==> src/rtl/scan_chain_ctrl_if.sv <==
// Handshake and data bundle between a scan chain controller and its environment.
// The controller attaches through the slave modport.
interface scan_chain_ctrl_if #(
  parameter int unsigned CHAIN_LEN = 32
) ();
  logic                 start;
  logic                 capture_en;
  logic                 abort;
  logic [CHAIN_LEN-1:0] load_data;
  logic                 so;
  logic                 se;
  logic                 si;
  logic                 busy;
  logic                 done;
  logic [CHAIN_LEN-1:0] unload_data;

  modport master (
    output start, capture_en, abort, load_data, so,
    input  se, si, busy, done, unload_data
  );

  modport slave (
    input  start, capture_en, abort, load_data, so,
    output se, si, busy, done, unload_data
  );
endinterface

==> src/rtl/scan_chain_ctrl.sv <==
// Scan chain sequencer: shifts a pattern in, optionally pulses one capture cycle,
// then shifts the chain contents out into unload_data.
module scan_chain_ctrl #(
  parameter int unsigned CHAIN_LEN = 32,
  parameter int unsigned CNT_W     = 8
) (
  input logic               CP,
  input logic               CDN,
  scan_chain_ctrl_if.slave  bus
);
  localparam int unsigned IDX_W = (CHAIN_LEN > 1) ? $clog2(CHAIN_LEN) : 1;
  localparam logic [CNT_W-1:0] LAST = CNT_W'(CHAIN_LEN - 1);

  typedef enum logic [2:0] {StIdle, StLoad, StCapture, StUnload, StDone} state_e;

  state_e               r_state, w_state_d;
  logic [CNT_W-1:0]     r_cnt, w_cnt_d;
  logic [CHAIN_LEN-1:0] r_pattern, w_pattern_d;
  logic [CHAIN_LEN-1:0] r_unload, w_unload_d;
  logic                 r_cap_en, w_cap_en_d;
  logic                 r_se, r_si, r_busy, r_done;
  logic                 w_last;
  logic [IDX_W-1:0]     w_idx_q, w_idx_d;

  assign w_last  = (r_cnt == LAST);
  assign w_idx_q = r_cnt[IDX_W-1:0];
  assign w_idx_d = w_cnt_d[IDX_W-1:0];

  always_comb begin
    w_state_d   = r_state;
    w_cnt_d     = r_cnt;
    w_pattern_d = r_pattern;
    w_cap_en_d  = r_cap_en;
    w_unload_d  = r_unload;
    // Abort wins over everything, including a start seen in the same cycle.
    if (bus.abort) begin
      w_state_d = StIdle;
      w_cnt_d   = '0;
    end else begin
      unique case (r_state)
        StIdle: begin
          if (bus.start) begin
            w_state_d   = StLoad;
            w_cnt_d     = '0;
            w_pattern_d = bus.load_data;
            w_cap_en_d  = bus.capture_en;
          end
        end
        StLoad: begin
          if (w_last) begin
            w_state_d = r_cap_en ? StCapture : StUnload;
            w_cnt_d   = '0;
          end else begin
            w_cnt_d = r_cnt + CNT_W'(1);
          end
        end
        StCapture: begin
          w_state_d = StUnload;
          w_cnt_d   = '0;
        end
        StUnload: begin
          w_unload_d[w_idx_q] = bus.so;
          if (w_last) begin
            w_state_d = StDone;
            w_cnt_d   = '0;
          end else begin
            w_cnt_d = r_cnt + CNT_W'(1);
          end
        end
        StDone: begin
          w_state_d = StIdle;
          w_cnt_d   = '0;
        end
        default: begin
          w_state_d = StIdle;
          w_cnt_d   = '0;
        end
      endcase
    end
  end

  // Outputs are registered from the next state so they line up with the state itself.
  always_ff @(posedge CP or negedge CDN) begin
    if (!CDN) begin
      r_state   <= StIdle;
      r_cnt     <= '0;
      r_pattern <= '0;
      r_cap_en  <= 1'b0;
      r_unload  <= '0;
      r_se      <= 1'b0;
      r_si      <= 1'b0;
      r_busy    <= 1'b0;
      r_done    <= 1'b0;
    end else begin
      r_state   <= w_state_d;
      r_cnt     <= w_cnt_d;
      r_pattern <= w_pattern_d;
      r_cap_en  <= w_cap_en_d;
      r_unload  <= w_unload_d;
      r_se      <= (w_state_d == StLoad) || (w_state_d == StUnload);
      r_si      <= (w_state_d == StLoad) && w_pattern_d[w_idx_d];
      r_busy    <= (w_state_d != StIdle);
      r_done    <= (w_state_d == StDone);
    end
  end

  assign bus.se          = r_se;
  assign bus.si          = r_si;
  assign bus.busy        = r_busy;
  assign bus.done        = r_done;
  assign bus.unload_data = r_unload;
endmodule

==> src/flat_wrapper.sv <==
// flat-port wrapper written by rule: the top's interface ports become plain ports
module scan_chain_ctrl_flat 
#(
  parameter int unsigned CHAIN_LEN = 32,
  parameter int unsigned CNT_W     = 8
)
  (CP, CDN, bus_start, bus_capture_en, bus_abort, bus_load_data, bus_so, bus_se, bus_si, bus_busy, bus_done, bus_unload_data);
  scan_chain_ctrl_if #(.CHAIN_LEN(CHAIN_LEN)) bus_i ();
  input logic CP;
  input logic CDN;
  input wire logic [$bits(bus_i.start)-1:0] bus_start;
  input wire logic [$bits(bus_i.capture_en)-1:0] bus_capture_en;
  input wire logic [$bits(bus_i.abort)-1:0] bus_abort;
  input wire logic [$bits(bus_i.load_data)-1:0] bus_load_data;
  input wire logic [$bits(bus_i.so)-1:0] bus_so;
  output wire logic [$bits(bus_i.se)-1:0] bus_se;
  output wire logic [$bits(bus_i.si)-1:0] bus_si;
  output wire logic [$bits(bus_i.busy)-1:0] bus_busy;
  output wire logic [$bits(bus_i.done)-1:0] bus_done;
  output wire logic [$bits(bus_i.unload_data)-1:0] bus_unload_data;
  assign bus_i.start = bus_start;
  assign bus_i.capture_en = bus_capture_en;
  assign bus_i.abort = bus_abort;
  assign bus_i.load_data = bus_load_data;
  assign bus_i.so = bus_so;
  assign bus_se = bus_i.se;
  assign bus_si = bus_i.si;
  assign bus_busy = bus_i.busy;
  assign bus_done = bus_i.done;
  assign bus_unload_data = bus_i.unload_data;
  scan_chain_ctrl #(.CHAIN_LEN(CHAIN_LEN), .CNT_W(CNT_W)) u_core (.CP(CP), .CDN(CDN), .bus(bus_i));
endmodule
==> config.mk <==
export PLATFORM = sky130hd
export DESIGN_NAME = scan_chain_ctrl_flat
export DESIGN_NICKNAME = d
export VERILOG_FILES = /design/src/rtl/scan_chain_ctrl_if.sv /design/src/rtl/scan_chain_ctrl.sv /design/src/flat_wrapper.sv
export SDC_FILE = /design/constraint.sdc
export NUM_CORES = 1
export LEC_CHECK = 0
export BUFFER_PORTS_ARGS = -buffer_cell sky130_fd_sc_hd__buf_2
export CAP_MARGIN = 40
export CELL_PAD_IN_SITES_DETAIL_PLACEMENT = 1
export CELL_PAD_IN_SITES_GLOBAL_PLACEMENT = 2
export CORE_ASPECT_RATIO = 1.75
export CORE_MARGIN = 1.5
export CORE_UTILIZATION = 38
export DETAILED_ROUTE_END_ITERATION = 7
export PLACE_DENSITY = 0.95
export REMOVE_ABC_BUFFERS = 1
export SYNTH_ARGS = -nofsm -noshare
export SYNTH_HDL_FRONTEND = slang
export SYNTH_SLANG_ARGS = --single-unit
==> constraint.sdc <==
create_clock -name CP -period 7.5 [get_ports CP]
set_clock_uncertainty 0.15 [all_clocks]
set_input_delay 0.375 -clock CP [delete_from_list [all_inputs] [get_ports CP]]
set_output_delay 0.375 -clock CP [all_outputs]
set_load 0.01 [all_outputs]
# Yosys cells after proc, flatten, opt, wreduce, memory -nomap -nowiden
# Cells that the tools add are included.
dict set report word_totals {
  latchBits 0
  mem_count 0
  reg_bits 80
  mem_bits_rw 0
  word_cells 49
  output_inout_bits 36
  input_bits 38
  rom_bits 0
}
dict set report op_classes {
  n_div 0
  mul 0
  eq_ne 8
  n_shift 0
  add_sub_neg 1
  n_reduce_logical 8
  muxes 18
  bitwise 1
  magnitude_cmp 3
}
# cell count
set op_table {}
lappend op_table {{$mux 32} 3}
lappend op_table {{$bwmux 32} 1}
lappend op_table {{$mux 8} 3}
lappend op_table {{$pmux 8 s2} 1}
lappend op_table {{$lt 5x6->1 const B} 2}
lappend op_table {{$mux 3} 4}
lappend op_table {{$pmux 3 s4} 1}
lappend op_table {{$eq 3x2->1 const B} 3}
lappend op_table {{$add 8x1->8 const B} 1}
lappend op_table {{$eq 8x5->1 const B} 1}
lappend op_table {{$eq 3x1->1 const B} 2}
lappend op_table {{$bmux 1 s5} 1}
lappend op_table {{$demux 1 s5} 1}
lappend op_table {{$ge 5x1->1 const B} 1}
lappend op_table {{$eq 3x3->1 const B} 1}
lappend op_table {{$logic_not 3->1} 1}
lappend op_table {{$mux 1} 3}
lappend op_table {{$ne 3x3->1 const B} 1}
lappend op_table {{$reduce_and 3->1} 1}
lappend op_table {{$reduce_bool 3->1} 1}
lappend op_table {{$logic_and 1x1->1} 2}
lappend op_table {{$reduce_and 2->1} 1}
lappend op_table {{$reduce_or 2->1} 1}
lappend op_table {{$logic_or 1x1->1} 1}
lappend op_table {{$not 1->1} 1}

# Logic depth before layout (Yosys ltp)
# Gate-level depths: netlist of the first run.
dict set report depth {
  ltp_word 7
  mapped_depth 11
  depth_no_buf 9
}

# Worst setup path after synthesis of the first run
# No wires, ideal clock.
dict set report synth_timing {
  path_type {register to register}
  start {register u_core.r_cnt[0]}
  end {register u_core.r_si, in the netlist u_core.bus.si}
  setup_time_ns 0.087
  period_less_slack_ns 2.538
  n_path_buf 1
  t_arrival_ns 2.301
  required_time_ns 7.263
  slack_ns 4.962
  stages_incl_launch_ff 11
  path_cell_list {dfrtp_1 ha_1 nand4_1 o211ai_2 and2_1 buf_6 inv_4 or4_4 a41oi_2 nand3_1 a211oi_2}
}
dict set report synth_between {
  elab_chain_len 7
  elab_cells_between_ends 14
  classes_between {add/sub (1); eq/ne (2); mux (10); reduce/logical (1)}
}
# item line_no
set synth_lines {}
lappend synth_lines {{start: declaration} scan_chain_ctrl.sv:17} ;# logic [CNT_W-1:0] r_cnt, w_cnt_d;
lappend synth_lines {{start signal: assignment} scan_chain_ctrl.sv:96} ;# r_cnt <= w_cnt_d;
lappend synth_lines {{$add 8x1->8 / $eq 8x5->1 (equally long branches)} {scan_chain_ctrl.sv:54, scan_chain_ctrl.sv:67, scan_chain_ctrl.sv:25}}
lappend synth_lines {{$mux 8 (*)} {scan_chain_ctrl.sv:50, scan_chain_ctrl.sv:63}}
lappend synth_lines {{$pmux 8 s2 (*)} scan_chain_ctrl.sv:40} ;# unique case (r_state)
lappend synth_lines {{$mux 8 (*)} scan_chain_ctrl.sv:36} ;# if (bus.abort) begin
lappend synth_lines {{named net u_core.w_cnt_d[1]} scan_chain_ctrl.sv:17}
lappend synth_lines {{$bmux 1 s5 (*)} scan_chain_ctrl.sv:101} ;# r_si <= (w_state_d == StLoad) && w_pattern_d[w_idx_d];
lappend synth_lines {{$mux 1 (not written as such) (*)} scan_chain_ctrl.sv:101}
lappend synth_lines {{$logic_and 1x1->1 (*)} scan_chain_ctrl.sv:101}
lappend synth_lines {{end signal: assignment} scan_chain_ctrl.sv:101}
lappend synth_lines {{end: declaration} scan_chain_ctrl.sv:21} ;# logic r_se, r_si, r_busy, r_done;
# The timed path passes the listed nets; every way through them passes the cells marked *. The select of a mux whose other input is x is not followed.
# A chain may end at the register's enable or synchronous reset.

# Worst setup path after layout of the first run
dict set report layout_timing {
  start {register u_core.r_cnt[0]}
  end {register u_core.r_si, in the netlist u_core.bus.si}
}
dict set report layout_between {
  elab_chain_len 7
  elab_cells_between_ends 14
  classes_between {add/sub (1); eq/ne (2); mux (10); reduce/logical (1)}
}
# item line_no
set layout_lines {}
lappend layout_lines {{$add 8x1->8 / $eq 8x5->1 (equally long branches)} {scan_chain_ctrl.sv:54, scan_chain_ctrl.sv:67, scan_chain_ctrl.sv:25}}
lappend layout_lines {{$mux 8} {scan_chain_ctrl.sv:50, scan_chain_ctrl.sv:63}}
lappend layout_lines {{$pmux 8 s2} scan_chain_ctrl.sv:40}
lappend layout_lines {{$mux 8} scan_chain_ctrl.sv:36}
lappend layout_lines {{$bmux 1 s5} scan_chain_ctrl.sv:101}
lappend layout_lines {{$mux 1 (not written as such)} scan_chain_ctrl.sv:101}
lappend layout_lines {{$logic_and 1x1->1 (*)} scan_chain_ctrl.sv:101}
# Mark *: on every way between the ends. The rest lies on a longest branch, timed or not. The select of a mux whose other input is x is not followed.

==> results of run 1 <==
-- power by group through the flow --
| stage | Clock [mW] | Sequential (mW) | Combinational (mW) |
|---|---|---|---|
| finish | 0.509 | 0.482 | 0.120 |
| detailed placement | 0 | 0.491 | 0.120 |
| global route | 0.533 | 0.486 | 0.134 |
| CTS | 0.518 | 0.482 | 0.122 |
| floorplan | 0 | 0.485 | 0.0709 |
| global placement | 0 | 0.489 | 0.113 |
-- cells by family after synthesis --
kind of cell | Yosys count | synth area share (%)
DFF | 80 | 50.2
adders and majority gates | 4 | 1.26
buffers and inverters | 33 | 4.40
muxes | 45 | 12.6
AOI/OAI and AO/OA | 54 | 10.0
and+or+nand+nor | 168 | 20.6
xor gates and xnor gates | 4 | 0.879
-- worst max-delay path, delay by kind of cell, from the launching register on --
kind / cells / cell delay, ns
and+or+nand+nor: 3 / 0.92
buffers and inverters: 1 / 0.29
DFF: 1 / 0.48
adders and majority gates: 1 / 0.29
AOI/OAI and AO/OA: 4 / 1.09
-- how the worst max path moves through the flow --
| stage | end | slack (ns) | depth (start not counted) |
|---|---|---|---|
| global placement | u_core.bus.si$_DFF_PN0_ | 4.17 | 8 |
| finish | u_core.bus.si$_DFF_PN0_ | 4.20 | 9 |
| CTS | u_core.bus.si$_DFF_PN0_ | 4.24 | 9 |
| detailed placement | u_core.bus.si$_DFF_PN0_ | 4.26 | 9 |
| global route | u_core.bus.si$_DFF_PN0_ | 3.99 | 9 |
| floorplan | u_core.bus.si$_DFF_PN0_ | 4.64 | 8 |
-- Yosys cell counts, types with 3 or more instances --
| cell type | number | area share [%] |
|---|---|---|
| nand3_1 | 15 | 1.9 |
| o2111ai_1 | 3 | 0.66 |
| nand2_1 | 102 | 9.6 |
| clkbuf_1 | 14 | 1.3 |
| o22ai_1 | 3 | 0.47 |
| o21ai_0 | 12 | 1.5 |
| ha_1 | 4 | 1.3 |
| a21boi_0 | 5 | 0.94 |
| inv_1 | 6 | 0.57 |
| nand4_1 | 7 | 1.1 |
| mux2i_1 | 5 | 1.3 |
| a211oi_1 | 3 | 0.57 |
| nor3b_1 | 3 | 0.57 |
| dfrtp_1 | 80 | 50 |
| nor3_1 | 5 | 0.63 |
| and2_1 | 3 | 0.47 |
| mux2_2 | 39 | 11 |
| a21oi_1 | 5 | 0.63 |
| o211ai_1 | 4 | 0.75 |
| and3_1 | 5 | 0.78 |
| nor2_1 | 11 | 1.0 |
| o311ai_0 | 3 | 0.66 |
| xor2_1 | 3 | 0.66 |
| buf_2 | 4 | 0.50 |
| buf_6 | 4 | 1.1 |
-- final cells by class --
type / count / area, um2 / area share (%)
sequential: 80 / 2000 / 42.0
multi-input combinational: 275 / 1810 / 38.0
timing repair buffer: 78 / 418 / 8.77
clock buffer: 9 / 225 / 4.73
tap: 127 / 159 / 3.34
clock inverter: 7 / 119 / 2.50
inverter: 8 / 32.5 / 0.683
-- cells in the final DEF (no fill, tap or decap), types with 6 or more instances in the layout --
cell and n:
dfrtp_1 80, o21ai_0 12, nand3_1 15, buf_2 73
nand2_1 102, inv_1 6, clkbuf_16 9, nand4_1 7
mux2_2 39, nor2_1 11
-- registers in the layout, indices dropped and copies added (netlist names) --
name,count
u_core.r_state,3
u_core.r_pattern,32
u_core.bus.done,1
u_core.bus.unload_data,32
u_core.bus.si,1
u_core.r_cap_en,1
u_core.r_cnt,8
u_core.bus.se,1
u_core.bus.busy,1
-- layer usage --
metal / track usage [%] / vias up
met5: 0 / -
met4: 9.62 / 0
met3: 4.49 / 31
met2: 38.1 / 75
met1: 21.4 / 1578
li1: - / 1479
==> results.toml, run 1 <==
[placed_design]
post-place-ws_ns = 4.26
placed_cells = 567
placement.io_buffers = 73
dpl-instance-area_um2 = 4410
gp_congestion = 0.906
dp_hpwl_um = 7730

[clock_tree]
cts-root-buf = "clkbuf_16"
cts_htree_levels = 3
cts_resized = 0
insertion_delay_ns = 0.34
cts_setup_buffers = 0
clk_pin_slew_ns = 0.06
cts_sinks = 80
cts_buffer_depth = 2
cts_buffers = 9
ctsHoldBuffers = 1
cts_tree = "yes"

[timing]
min_period_over_period_pct = 44.0
fin_ws_ns = 4.20
hold_ws_ns = 0.0698
maxSlewHeadroom_pct = 55.8
worstMarginPinSlew_ns = 0.656
drv_slew = 0
max_freq_mhz = 303
fin_setup_tns_ns = 0
rsz0062_at_grt = "no"
hold_violations = 0
period_minus_slack_ns = 3.30
setup-violations-final = 0

[yosys]
syn-instance-count = 388
synthFlopType = "dfrtp_1"
synth_area_um2 = 3990
async_flop_share_pct = 100
yosys_warnings = 0
synth_cell_types = 59
syn_avg_cell_area_um2 = 10.3
seq_area_frac_synth_pct = 50.2
ys_seq_elements = 80
synth-edff-count = 0

[power_and_ir_drop]
p_leak_nw = 2.41
switchingPower_mw = 0.272
ir_worst_vdd_uv = 120
p_int_mw = 0.840
p_total_mw = 1.11
power.density_nw_per_um2 = 233
pwr-share-clk_pct = 45.8
power_frac_seq_pct = 43.4
comb_power_share_pct = 10.8
p_sw_share_pct = 24.4

[detailed_routing]
met1_length_um = 3900
detail-route-antenna-nets = 0
vias = 3163
wirelength_um = 10600
top_layer = "met4"
drc = 0
dr_wl_met3_um = 349
dr.pass1.iters = 4
met2_length_um = 6000
drt-vias-per-instance = 5.42
drt_iter0_drc = 117
wire_per_inst_um = 18.2

[setup_path]
reg2regPathDepth = 9
timing.rr.start = "u_core.r_cnt[0]$_DFF_PN0_"
startpoint = "u_core.r_cnt[0]$_DFF_PN0_"
start_kind = "flip-flop"
worstPathMaxFanout = 7
critPathKind = "reg -> reg"
critical_path.endpoint_type = "flip-flop"
rrSetupSlack_ns = 4.20
cp_cell_sequence = "ha_1 > nand4_1 > o21ai_0 > buf_2 > a21oi_1 > or4_4 > a41oi_2 > nand3_1 > a211oi_2"
regToRegEndpoint = "u_core.bus.si$_DFF_PN0_"
critical_path_required_ns = 7.61
cp_data_arrival_time_ns = 3.41
worst_path_max_delay_cell = "o21ai_0"
critical-path-max-stage-delay_ns = 0.63

[global_routing]
grt-ovfl-total = 0
grt_pass1_vias = 3446
grt_pass1_wl_um = 17500
antenna_found_initial = 0
grtUsageTotal_pct = 20.7
grt_max_degree = 43

[min_path]
hp-start = "bus_load_data[9]"
hold_path.class = "in -> reg"
whs_path_depth = 3
min_to = "u_core.r_pattern[9]$_DFF_PN0_"

[floorplanning]
die_y_um = 138
initial_core_util_pct = 38.9
dieWidth_um = 80.4
pin_count = 74
die-area_um2 = 11100
coreArea_um2 = 10200
num_rows = 49

[final_layout]
finalNonFillerCells = 584
areaGrowthSynthToFinish_pct = 19.5
final_util_pct = 46.5
layout-drive-gt1-share_pct = 32.2
n_antenna_cell = 0
num-fill-cells = 1176
finalInstanceArea_um2 = 4760
final_nets = 494

[job]
drv_cap = 0

[run_status]
run_status = "finished clean"
No activity file was read; power rests on OpenSTA's default activity.
==> run 2: changes to the inputs <==
--- a/config.mk
+++ b/config.mk
@@ -11,9 +11,9 @@
 export CELL_PAD_IN_SITES_GLOBAL_PLACEMENT = 2
 export CORE_ASPECT_RATIO = 1.75
 export CORE_MARGIN = 1.5
-export CORE_UTILIZATION = 38
+export CORE_UTILIZATION = 32
 export DETAILED_ROUTE_END_ITERATION = 7
-export PLACE_DENSITY = 0.95
+export PLACE_DENSITY = 0.89
 export REMOVE_ABC_BUFFERS = 1
 export SYNTH_ARGS = -nofsm -noshare
 export SYNTH_HDL_FRONTEND = slang
==> constraint.sdc (replaced) <==
create_clock -name CP -period 2.7 [get_ports CP]
set_clock_uncertainty 0.15 [all_clocks]
set_input_delay 0.135 -clock CP [delete_from_list [all_inputs] [get_ports CP]]
set_output_delay 0.135 -clock CP [all_outputs]
set_load 0.01 [all_outputs]
==> results.toml, run 2 (same netlist as run 1, synthesis figures left out) <==
[global_routing]
grt_max_degree = 45
grtUsageTotal_pct = 18.8
grt_pass1_wl_um = 18700
grt-ovfl-total = 0
grt_pass1_vias = 3755
antenna_found_initial = 0

[placed_design]
dpl-instance-area_um2 = 4650
gp_congestion = 0.852
placement.io_buffers = 73
dp_hpwl_um = 8710
placed_cells = 631

[clock_tree]
clk_pin_slew_ns = 0.06
cts_htree_levels = 3
cts_buffer_depth = 2
insertion_delay_ns = 0.34
cts_sinks = 80
cts_tree = "yes"
cts_buffers = 9
cts-root-buf = "clkbuf_16"

[final_layout]
num-fill-cells = 1418
layout_common_cells = "nand2_1 (101), dfrtp_1 (77), buf_2 (72), mux2_2 (39)"
final_nets = 560
areaGrowthSynthToFinish_pct = 36.0
finalNonFillerCells = 688
layout-drive-gt1-share_pct = 36.5
final_common_cell = "nand2_1"
finalInstanceArea_um2 = 5420
n_antenna_cell = 0

[timing]
worstMarginPinSlew_ns = 0.508
drv_slew = 0
setup-violations-final = 0
hold_violations = 0
period_minus_slack_ns = 2.60
rsz0062_at_grt = "yes"
maxSlewHeadroom_pct = 66.1
max_freq_mhz = 385
min_period_over_period_pct = 96.3

[detailed_routing]
drt_iter0_drc = 94
wire_per_inst_um = 17.1
wirelength_um = 11700
drt-vias-per-instance = 5.01
drc = 0
vias = 3449
dr.pass1.iters = 4
detail-route-antenna-nets = 0

[power_and_ir_drop]
ir_worst_vdd_uv = 315
power.density_nw_per_um2 = 567
switchingPower_mw = 0.774
power_frac_seq_pct = 43.6
p_leak_nw = 2.71
p_sw_share_pct = 25.2
comb_power_share_pct = 13.9
p_int_mw = 2.30
pwr-share-clk_pct = 42.6

[run_status]
run_status = "finished clean"

[floorplanning]
dieWidth_um = 87.4
pin_count = 74
die_y_um = 151
die-area_um2 = 13200
initial_core_util_pct = 33.0
num_rows = 53
coreArea_um2 = 12100

[setup_path]
worstPathMaxFanout = 7
cp_data_arrival_time_ns = 2.67
critPathKind = "reg -> reg"
critical_path.endpoint_type = "flip-flop"
start_kind = "flip-flop"
critical_path_required_ns = 2.77

[min_path]
hold_path.class = "in -> reg"

[job]
drv_cap = 0
-- run 2: area by class of cell --
| type | instances | area, um2 | area share, % |
|---|---|---|---|
| clock inverter | 7 | 96.3 | 1.78 |
| tap | 165 | 206 | 3.81 |
| timing repair buffer | 143 | 993 | 18.3 |
| sequential | 80 | 2010 | 37.0 |
| inverter | 8 | 32.5 | 0.600 |
| clock buffer | 9 | 225 | 4.15 |
| multi-input combinational | 276 | 1860 | 34.3 |
-- run 2: critical path, stage by stage, from the launching register on --
cell	delay, ns
dfrtp_2	0.44
or4_4	0.59
buf_4	0.17
o21ai_0	0.22
nand4_1	0.21
a311oi_1	0.35
nand4_1	0.15
nand3_1	0.16
a211oi_2	0.05
-- run 2: stage by stage --
stage          utilization, %  setup WS, ns  hold slack (ns)  setup TNS (ns)  power (mW)
3_5_place_dp             38.6       -0.0811          -0.0184         -0.0811        1.73
6_report                 44.9         0.101            0.130               0        3.08
3_3_place_gp             38.4        0.0690            0.180               0        1.70
2_1_floorplan               -        -0.158           -0.311          -0.158        1.54
4_1_cts                  44.2        0.0289            0.120               0        3.08
5_1_grt                  44.9       -0.0260            0.148         -0.0260        3.20
-- run 2: metal layers --
metal  vias up  share of wire [%]  GRT usage (%)
met4         0                4.1           10.2
met2        81                 57           36.1
met5         -                  0              0
met3        26                2.7           3.23
li1       1607                  -              -
met1      1735                 37           18.4
-- run 2: path summary, 6_finish.rpt --
kind / cells past startpoint / slack (ns) / start / endpoint
setup / recovery: 8 / 0.10 / u_core.r_state[0]$_DFF_PN0_ / u_core.bus.si$_DFF_PN0_
hold / removal: 4 / 0.13 / bus_start / u_core.r_pattern[18]$_DFF_PN0_
setup reg to reg: 8 / 0.10 / u_core.r_state[0]$_DFF_PN0_ / u_core.bus.si$_DFF_PN0_
hold reg to reg: 2 / 0.32 / u_core.r_pattern[13]$_DFF_PN0_ / u_core.r_pattern[13]$_DFF_PN0_
max in group asynchronous: 3 / 1.63 / CDN / u_core.r_cnt[0]$_DFF_PN0_
min in group asynchronous: 2 / 0.15 / CDN / u_core.bus.unload_data[22]$_DFFE_PN0P_
-- run 2: power groups by stage --
stage	registers (mW)	logic (mW)	clock network [mW]
finish	1.34	0.426	1.31
global route	1.35	0.472	1.38
floorplan	1.35	0.197	0
CTS	1.34	0.407	1.33
detailed placement	1.36	0.365	0
global placement	1.36	0.344	0
-- run 2: what timing repair did --
| action | CTS | global route |
|---|---|---|
| resized for setup | 4 | 15 |
| pin swaps | 0 | 5 |
| cloned | 0 | 1 |
| endpoints found under the setup margin | 1 | 1 |
| endpoints found under the hold margin | 70 | 0 |
| hold buffers | 35 | 0 |
| setup buffers | 0 | 5 |
